## src/rtl/exc_pipe_if.sv

```systemverilog
// Core <-> exception unit bundle: stage flags in, flush/redirect and CP0 read values out.
// Pure wiring; the core side is the master, the exception unit is the slave.
interface exc_pipe_if #(
  parameter int ADDR_W = 32,
  parameter int HW_INT = 6
);
  logic              stall;
  logic              valid_F;
  logic [ADDR_W-1:0] pc_F;
  logic              ri_D;
  logic              sys_D;
  logic              bp_D;
  logic              eret_D;
  logic              ds_D;
  logic              ov_E;
  logic              ld_E;
  logic              st_E;
  logic [1:0]        size_E;
  logic [ADDR_W-1:0] addr_E;
  logic [HW_INT-1:0] hw_int;
  logic              cp0_we;
  logic [1:0]        cp0_sel;
  logic [ADDR_W-1:0] cp0_wdata;
  logic              flush;
  logic [ADDR_W-1:0] redirect_pc;
  logic [4:0]        exc_code_M;
  logic [ADDR_W-1:0] status;
  logic [ADDR_W-1:0] cause;
  logic [ADDR_W-1:0] epc;
  logic [ADDR_W-1:0] badvaddr;

  modport master (
    output stall, valid_F, pc_F, ri_D, sys_D, bp_D, eret_D, ds_D,
           ov_E, ld_E, st_E, size_E, addr_E, hw_int, cp0_we, cp0_sel, cp0_wdata,
    input  flush, redirect_pc, exc_code_M, status, cause, epc, badvaddr
  );

  modport slave (
    input  stall, valid_F, pc_F, ri_D, sys_D, bp_D, eret_D, ds_D,
           ov_E, ld_E, st_E, size_E, addr_E, hw_int, cp0_we, cp0_sel, cp0_wdata,
    output flush, redirect_pc, exc_code_M, status, cause, epc, badvaddr
  );
endinterface

```

## src/rtl/exc_pipe.sv

```systemverilog
// Precise exceptions: oldest cause rides D/E/M, commits at M with interrupts, ERET and CP0.
// Flush/redirect combinational from M; stall holds tracking regs and CP0, flush overrides stall.
module exc_pipe #(
  parameter int                ADDR_W  = 32,
  parameter int                HW_INT  = 6,
  parameter logic [ADDR_W-1:0] EXC_VEC = 32'hBFC0_0380
) (
  input  logic     clk,
  input  logic     resetn,
  exc_pipe_if.slave bus
);
  localparam logic [4:0] EXC_INT  = 5'h00;
  localparam logic [4:0] EXC_ADEL = 5'h04;
  localparam logic [4:0] EXC_ADES = 5'h05;
  localparam logic [4:0] EXC_SYS  = 5'h08;
  localparam logic [4:0] EXC_BP   = 5'h09;
  localparam logic [4:0] EXC_RI   = 5'h0A;
  localparam logic [4:0] EXC_OV   = 5'h0C;

  typedef struct packed {
    logic              vld;
    logic              has_exc;
    logic [4:0]        code;
    logic [ADDR_W-1:0] pc;
    logic              bd;
    logic              eret;
    logic [ADDR_W-1:0] bad_addr;
  } stage_t;

  stage_t d_q, e_q, m_q;
  stage_t d_nxt, e_nxt, m_nxt;

  logic              sr_ie, sr_exl;
  logic [7:0]        sr_im;
  logic [HW_INT-1:0] ip_hw;
  logic [1:0]        ip_sw;
  logic              cause_bd;
  logic [4:0]        cause_code;
  logic [ADDR_W-1:0] epc_q, bva_q;

  logic [7:0]        ip;
  logic              misaligned;
  logic              int_take, exc_take, eret_take;
  logic [4:0]        commit_code;
  logic [ADDR_W-1:0] status_rd, cause_rd;

  always_comb begin
    ip = '0;
    ip[1:0] = ip_sw;
    ip[HW_INT+1:2] = ip_hw;
  end

  always_comb begin
    d_nxt     = '0;
    d_nxt.vld = bus.valid_F;
    d_nxt.pc  = bus.pc_F;
    if (bus.pc_F[1:0] != 2'b00) begin
      d_nxt.has_exc  = 1'b1;
      d_nxt.code     = EXC_ADEL;
      d_nxt.bad_addr = bus.pc_F;
    end
  end

  // Later stages only fill in a code when nothing older is already carried.
  always_comb begin
    e_nxt      = d_q;
    e_nxt.bd   = bus.ds_D;
    e_nxt.eret = bus.eret_D;
    if (!d_q.has_exc) begin
      if (bus.ri_D) begin
        e_nxt.has_exc = 1'b1;
        e_nxt.code    = EXC_RI;
      end else if (bus.sys_D) begin
        e_nxt.has_exc = 1'b1;
        e_nxt.code    = EXC_SYS;
      end else if (bus.bp_D) begin
        e_nxt.has_exc = 1'b1;
        e_nxt.code    = EXC_BP;
      end
    end
  end

  assign misaligned = ((bus.size_E == 2'd1) && bus.addr_E[0]) ||
                      ((bus.size_E == 2'd2) && (bus.addr_E[1:0] != 2'b00));

  always_comb begin
    m_nxt = e_q;
    if (!e_q.has_exc) begin
      if (bus.ov_E) begin
        m_nxt.has_exc = 1'b1;
        m_nxt.code    = EXC_OV;
      end else if (bus.ld_E && misaligned) begin
        m_nxt.has_exc  = 1'b1;
        m_nxt.code     = EXC_ADEL;
        m_nxt.bad_addr = bus.addr_E;
      end else if (bus.st_E && misaligned) begin
        m_nxt.has_exc  = 1'b1;
        m_nxt.code     = EXC_ADES;
        m_nxt.bad_addr = bus.addr_E;
      end
    end
  end

  assign int_take    = (|(ip & sr_im)) & sr_ie & ~sr_exl;
  assign exc_take    = m_q.vld & (int_take | m_q.has_exc);
  assign eret_take   = m_q.vld & ~exc_take & m_q.eret;
  assign commit_code = int_take ? EXC_INT : m_q.code;

  assign bus.flush       = exc_take | eret_take;
  assign bus.redirect_pc = exc_take ? EXC_VEC : epc_q;
  assign bus.exc_code_M  = exc_take ? commit_code : 5'h00;

  always_ff @(posedge clk or negedge resetn) begin
    if (!resetn) begin
      d_q <= '0;
      e_q <= '0;
      m_q <= '0;
    end else if (bus.flush) begin
      d_q <= '0;
      e_q <= '0;
      m_q <= '0;
    end else if (!bus.stall) begin
      d_q <= d_nxt;
      e_q <= e_nxt;
      m_q <= m_nxt;
    end
  end

  // A commit owns CP0 for its edge; an MTC0 in the same cycle is dropped.
  always_ff @(posedge clk or negedge resetn) begin
    if (!resetn) begin
      sr_ie      <= 1'b0;
      sr_exl     <= 1'b1;
      sr_im      <= '0;
      ip_hw      <= '0;
      ip_sw      <= '0;
      cause_bd   <= 1'b0;
      cause_code <= '0;
      epc_q      <= '0;
      bva_q      <= '0;
    end else begin
      ip_hw <= bus.hw_int;
      if (exc_take) begin
        sr_exl     <= 1'b1;
        cause_code <= commit_code;
        if (!sr_exl) begin
          epc_q    <= m_q.bd ? (m_q.pc - ADDR_W'(4)) : m_q.pc;
          cause_bd <= m_q.bd;
        end
        if (!int_take && ((m_q.code == EXC_ADEL) || (m_q.code == EXC_ADES)))
          bva_q <= m_q.bad_addr;
      end else if (eret_take) begin
        sr_exl <= 1'b0;
      end else if (bus.cp0_we && !bus.stall) begin
        case (bus.cp0_sel)
          2'd0: begin
            sr_ie  <= bus.cp0_wdata[0];
            sr_exl <= bus.cp0_wdata[1];
            sr_im  <= bus.cp0_wdata[15:8];
          end
          2'd1:    ip_sw <= bus.cp0_wdata[9:8];
          2'd2:    epc_q <= bus.cp0_wdata;
          default: ;
        endcase
      end
    end
  end

  always_comb begin
    status_rd       = '0;
    status_rd[0]    = sr_ie;
    status_rd[1]    = sr_exl;
    status_rd[15:8] = sr_im;
    cause_rd        = '0;
    cause_rd[31]    = cause_bd;
    cause_rd[15:8]  = ip;
    cause_rd[6:2]   = cause_code;
  end

  assign bus.status   = status_rd;
  assign bus.cause    = cause_rd;
  assign bus.epc      = epc_q;
  assign bus.badvaddr = bva_q;
endmodule

```

## src/flat_wrapper.sv

```systemverilog
// flat-port wrapper written by rule: the top's interface ports become plain ports
module exc_pipe_flat 
#(
  parameter int                ADDR_W  = 32,
  parameter int                HW_INT  = 6,
  parameter logic [ADDR_W-1:0] EXC_VEC = 32'hBFC0_0380
)
  (clk, resetn, bus_stall, bus_valid_F, bus_pc_F, bus_ri_D, bus_sys_D, bus_bp_D, bus_eret_D, bus_ds_D, bus_ov_E, bus_ld_E, bus_st_E, bus_size_E, bus_addr_E, bus_hw_int, bus_cp0_we, bus_cp0_sel, bus_cp0_wdata, bus_flush, bus_redirect_pc, bus_exc_code_M, bus_status, bus_cause, bus_epc, bus_badvaddr);
  exc_pipe_if #(.ADDR_W(ADDR_W), .HW_INT(HW_INT)) bus_i ();
  input  logic clk;
  input  logic resetn;
  input wire logic [$bits(bus_i.stall)-1:0] bus_stall;
  input wire logic [$bits(bus_i.valid_F)-1:0] bus_valid_F;
  input wire logic [$bits(bus_i.pc_F)-1:0] bus_pc_F;
  input wire logic [$bits(bus_i.ri_D)-1:0] bus_ri_D;
  input wire logic [$bits(bus_i.sys_D)-1:0] bus_sys_D;
  input wire logic [$bits(bus_i.bp_D)-1:0] bus_bp_D;
  input wire logic [$bits(bus_i.eret_D)-1:0] bus_eret_D;
  input wire logic [$bits(bus_i.ds_D)-1:0] bus_ds_D;
  input wire logic [$bits(bus_i.ov_E)-1:0] bus_ov_E;
  input wire logic [$bits(bus_i.ld_E)-1:0] bus_ld_E;
  input wire logic [$bits(bus_i.st_E)-1:0] bus_st_E;
  input wire logic [$bits(bus_i.size_E)-1:0] bus_size_E;
  input wire logic [$bits(bus_i.addr_E)-1:0] bus_addr_E;
  input wire logic [$bits(bus_i.hw_int)-1:0] bus_hw_int;
  input wire logic [$bits(bus_i.cp0_we)-1:0] bus_cp0_we;
  input wire logic [$bits(bus_i.cp0_sel)-1:0] bus_cp0_sel;
  input wire logic [$bits(bus_i.cp0_wdata)-1:0] bus_cp0_wdata;
  output wire logic [$bits(bus_i.flush)-1:0] bus_flush;
  output wire logic [$bits(bus_i.redirect_pc)-1:0] bus_redirect_pc;
  output wire logic [$bits(bus_i.exc_code_M)-1:0] bus_exc_code_M;
  output wire logic [$bits(bus_i.status)-1:0] bus_status;
  output wire logic [$bits(bus_i.cause)-1:0] bus_cause;
  output wire logic [$bits(bus_i.epc)-1:0] bus_epc;
  output wire logic [$bits(bus_i.badvaddr)-1:0] bus_badvaddr;
  assign bus_i.stall = bus_stall;
  assign bus_i.valid_F = bus_valid_F;
  assign bus_i.pc_F = bus_pc_F;
  assign bus_i.ri_D = bus_ri_D;
  assign bus_i.sys_D = bus_sys_D;
  assign bus_i.bp_D = bus_bp_D;
  assign bus_i.eret_D = bus_eret_D;
  assign bus_i.ds_D = bus_ds_D;
  assign bus_i.ov_E = bus_ov_E;
  assign bus_i.ld_E = bus_ld_E;
  assign bus_i.st_E = bus_st_E;
  assign bus_i.size_E = bus_size_E;
  assign bus_i.addr_E = bus_addr_E;
  assign bus_i.hw_int = bus_hw_int;
  assign bus_i.cp0_we = bus_cp0_we;
  assign bus_i.cp0_sel = bus_cp0_sel;
  assign bus_i.cp0_wdata = bus_cp0_wdata;
  assign bus_flush = bus_i.flush;
  assign bus_redirect_pc = bus_i.redirect_pc;
  assign bus_exc_code_M = bus_i.exc_code_M;
  assign bus_status = bus_i.status;
  assign bus_cause = bus_i.cause;
  assign bus_epc = bus_i.epc;
  assign bus_badvaddr = bus_i.badvaddr;
  exc_pipe #(.ADDR_W(ADDR_W), .HW_INT(HW_INT), .EXC_VEC(EXC_VEC)) u_core (.clk(clk), .resetn(resetn), .bus(bus_i));
endmodule
```

## config.mk

```make
export PLATFORM = sky130hd
export DESIGN_NAME = exc_pipe_flat
export DESIGN_NICKNAME = d
export VERILOG_FILES = /design/src/rtl/exc_pipe_if.sv /design/src/rtl/exc_pipe.sv /design/src/flat_wrapper.sv
export SDC_FILE = /design/constraint.sdc
export NUM_CORES = 1
export LEC_CHECK = 0
export ABC_AREA = 1
export CORE_ASPECT_RATIO = 1.5
export CORE_MARGIN = 4
export CORE_UTILIZATION = 55
export CTS_CLUSTER_SIZE = 12
export DETAILED_ROUTE_END_ITERATION = 10
export PLACE_DENSITY = 0.86
export SLEW_MARGIN = 20
export SYNTH_ARGS = -nofsm -noshare
export SYNTH_HDL_FRONTEND = slang
export SYNTH_SLANG_ARGS = --single-unit
```

## constraint.sdc

```tcl
create_clock -name clk -period 4.3 [get_ports clk]
set_input_delay 0.43 -clock clk [delete_from_list [all_inputs] [get_ports clk]]
set_output_delay 0.43 -clock clk [all_outputs]
set_load 0.03 [all_outputs]
```

==> results.json <==
{
  "portBuffers": 242,
  "synth_top_cells_by_count": "554 x nand2_1, 296 x dfrtp_1, 187 x o21ai_0, 155 x inv_1, 85 x nor2_1",
  "dpl-instance-area_sq_um": 15810,
  "rsz0062_at_grt": "no",
  "setup_tns_ps": 0,
  "hp-class": "in2reg",
  "status": "completed",
  "gp_congestion": 0.9463,
  "cts_inserted_buffers": 29,
  "vias": 11380,
  "nets": 1958,
  "yosysSeqAreaShare": 0.5537,
  "post-dp-hpwl_um": 25420,
  "antenna_found_initial": 0,
  "syn_inst": 1632,
  "drive_gt1_frac": 0.04425,
  "htree_num_levels": 1,
  "power_density_nw_per_um2": 714.7,
  "cap_violations": 0,
  "drt-vias-per-instance": 5.239,
  "cts.path.max_buffers": 3,
  "critPathTopFamily": "compound AO/OA/AOI/OAI gates",
  "grtUsageTotal": 0.2647,
  "path_max_fanout": 41,
  "path_cells": "nand2_1, nand2_1, nor2_1, nand2_1, nand2_4, a21boi_4, nand3_1, inv_1, clkdlybuf4s50_1",
  "drt_wl_total_um": 35890,
  "final_area_sq_um": 16670,
  "drtIter0Drc": 836,
  "syn_avg_cell_area_sq_um": 8.226,
  "fin_crit_sh": 0.8532,
  "wl_per_cell_um": 16.52,
  "endpoint_kind": "primary output",
  "peakVddDrop_uv": 384.5,
  "synth_edf_count": 0,
  "grt_pass1_wl_um": 57950,
  "ys_ff_latch": 297,
  "synth_area_leaders": "dfrtp_1 55%, nand2_1 15%, o21ai_0 7.0%",
  "yosys_warnings": 0,
  "finalSetupViolCount": 0,
  "clkSinkCount": 297,
  "min_from": "bus_hw_int[2]",
  "leakagePower_nw": 8.072,
  "grt_pass1_vias": 11410,
  "required_ps": 3870,
  "startpoint": "u_core.ip_sw[1]$_DFFE_PN0P_",
  "design.die.area_sq_um": 27020,
  "worst-setup-path-type": "reg2out",
  "drv_slew": 0,
  "fin_crit_ps": 3669,
  "cp_common_cell": "nand2_1",
  "cts_root_buf": "clkbuf_16",
  "crit_buf_inv": 2,
  "io_pins": 285,
  "post-synth-top-area-cell": "dfrtp_1",
  "cp-start-kind": "register",
  "num_rows": 69,
  "finalHoldViolCount": 0,
  "synth.distinct_cells": 34,
  "yosysMostFrequentCell": "nand2_1",
  "synthArstFlopShare": 1.000,
  "max_stage_delay_ps": 790,
  "crit_slowest_cell": "a21boi_4",
  "crit_arrival_ps": 3240,
  "die_x_um": 135.6,
  "diodes": 0,
  "die_h_um": 199.4,
  "cts_tree": "built",
  "drc": 0,
  "syn2layout_area_growth_pct": 24.18,
  "max_freq_ghz": 0.2726,
  "core_sq_um": 23910,
  "initial_core_util": 0.5614,
  "drtAntennaViolNets": 0,
  "yosys.area.top_type_share": 0.5517,
  "grt_overflow": 0,
  "postCtsSetupBuffers": 0,
  "worstMarginPinSlew_ps": 974.9,
  "r2r-start": "u_core.ip_sw[1]$_DFFE_PN0P_",
  "clock_latency_ps": 530,
  "fin_worst_skew_ps": 11.58,
  "first_pass_iters": 5,
  "synth_area_sq_um": 13430,
  "path_clk_slew_ps": 60,
  "max_slew_margin": 0.3484,
  "grt_max_degree": 110,
  "synth-main-ff-cell": "dfrtp_1"
}
worst register-to-register path, delay by kind of cell (launching register included):
kind	cells	cell delay, ps
buffers and inverters	2	720
AO/OA/AOI/OAI	1	170
AND/OR/NAND/NOR	9	1680
flip-flops	1	390
repair_timing:
item / in CTS / in global routing
hold buffers: 1 / 0
hold endpoints to repair: 94 / 0
gates resized for setup: 0 / 0
worst paths after layout:
kind / to / slack, ps / cells after the start
min: u_core.ip_hw[2]$_DFF_PN0_ / 340 / 1
max reg2reg: u_core.m_q[19]$_DFFE_PN0P_ / 1200 / 12
min in group asynchronous: u_core.bus.badvaddr[2]$_DFFE_PN0P_ / 510 / 2
max: bus_exc_code_M[3] / 630 / 9
min reg2reg: u_core.m_q[44]$_DFFE_PN0P_ / 480 / 2
max in group asynchronous: u_core.ip_sw[0]$_DFFE_PN0P_ / 2770 / 3
logic make-up (layout without fill, tap and decap cells):
logic type	Yosys count	after routing	synth area share
buf+inv	282	462	0.1003
compound gates	303	303	0.1157
flops	297	297	0.5537
xor+xnor	12	12	0.007828
fa+ha+maj	1	1	0.0009318
other cells	1	42	0.0002793
simple gates	736	736	0.2213
where the power goes:
part	internal [W]	leakage (nW)	total (W)	switching, W
combinational	0.00182	3.82	0.00506	0.00324
sequential	0.00382	3.84	0.00451	0.000692
clock	0.00133	0.414	0.00234	0.00101
total	0.00698	8.07	0.0119	0.00494
through the flow:
stage | total power (W) | utilization | std cells | setup WS, ps | hold WS (ps)
3_3_place_gp | 0.009417 | 0.6610 | 2125 | 1332 | 452.3
5_1_grt | 0.01271 | 0.6971 | 2172 | 404.5 | 320.7
6_report | 0.01192 | 0.6971 | 2172 | 631.4 | 335.2
3_5_place_dp | 0.009582 | 0.6610 | 2125 | 1193 | 454.7
2_1_floorplan | 0.007688 | - | 1673 | 2124 | 134.4
4_1_cts | 0.01197 | 0.6969 | 2172 | 639.5 | 321.8
cell usage in the layout (no fill, tap or decap), types with 2 or more instances in the layout:
cell type / Yosys / final
a21oi_1: 23 / 23
a22oi_1: 3 / 3
buf_12: 0 / 3
buf_4: 64 / 12
clkbuf_1: 28 / 11
clkbuf_16: 0 / 29
clkbuf_8: 0 / 6
clkdlybuf4s50_1: 0 / 241
conb_1: 1 / 42
dfrtp_1: 296 / 296
inv_1: 155 / 155
inv_2: 2 / 2
nand2_1: 554 / 553
nand2_2: 3 / 3
nand2_4: 3 / 4
nand3_1: 60 / 60
nand4_1: 8 / 8
nor2_1: 85 / 85
nor2_2: 2 / 2
nor2_4: 3 / 3
nor3_1: 4 / 4
o21ai_0: 187 / 187
o21ai_1: 82 / 82
o21bai_1: 4 / 4
or2_2: 12 / 12
xnor2_1: 2 / 2
xor2_1: 10 / 10
registers in the layout (all words and copies together) (netlist names):
register / count
u_core.cause_bd: 1
u_core.d_q: 66
u_core.m_q: 72
u_core.sr_exl: 1
u_core.ip_hw: 6
u_core.bus.epc: 32
u_core.sr_im: 8
u_core.ip_sw: 2
u_core.sr_ie: 1
u_core.cause_code: 4
u_core.bus.badvaddr: 32
u_core.e_q: 72
final cells by class:
| class | instances | area [sq um] |
|---|---|---|
| Clock buffer | 46 | 849.6 |
| Fill cell | 1946 | 7243 |
| Inverter | 158 | 594.3 |
| Multi-Input combinational cell | 1094 | 4807 |
| Sequential cell | 297 | 7433 |
| Tap cell | 319 | 399.1 |
| Timing Repair Buffer | 258 | 2587 |
per-layer routing:
metal	up-vias	part of all wire	global-route usage
li1	5436	-	-
met1	5442	0.39	0.3352
met2	434	0.51	0.4618
met3	68	0.070	0.04484
met4	0	0.032	0.09077
met5	-	0	0
No activity file was read; power rests on OpenSTA's default activity.
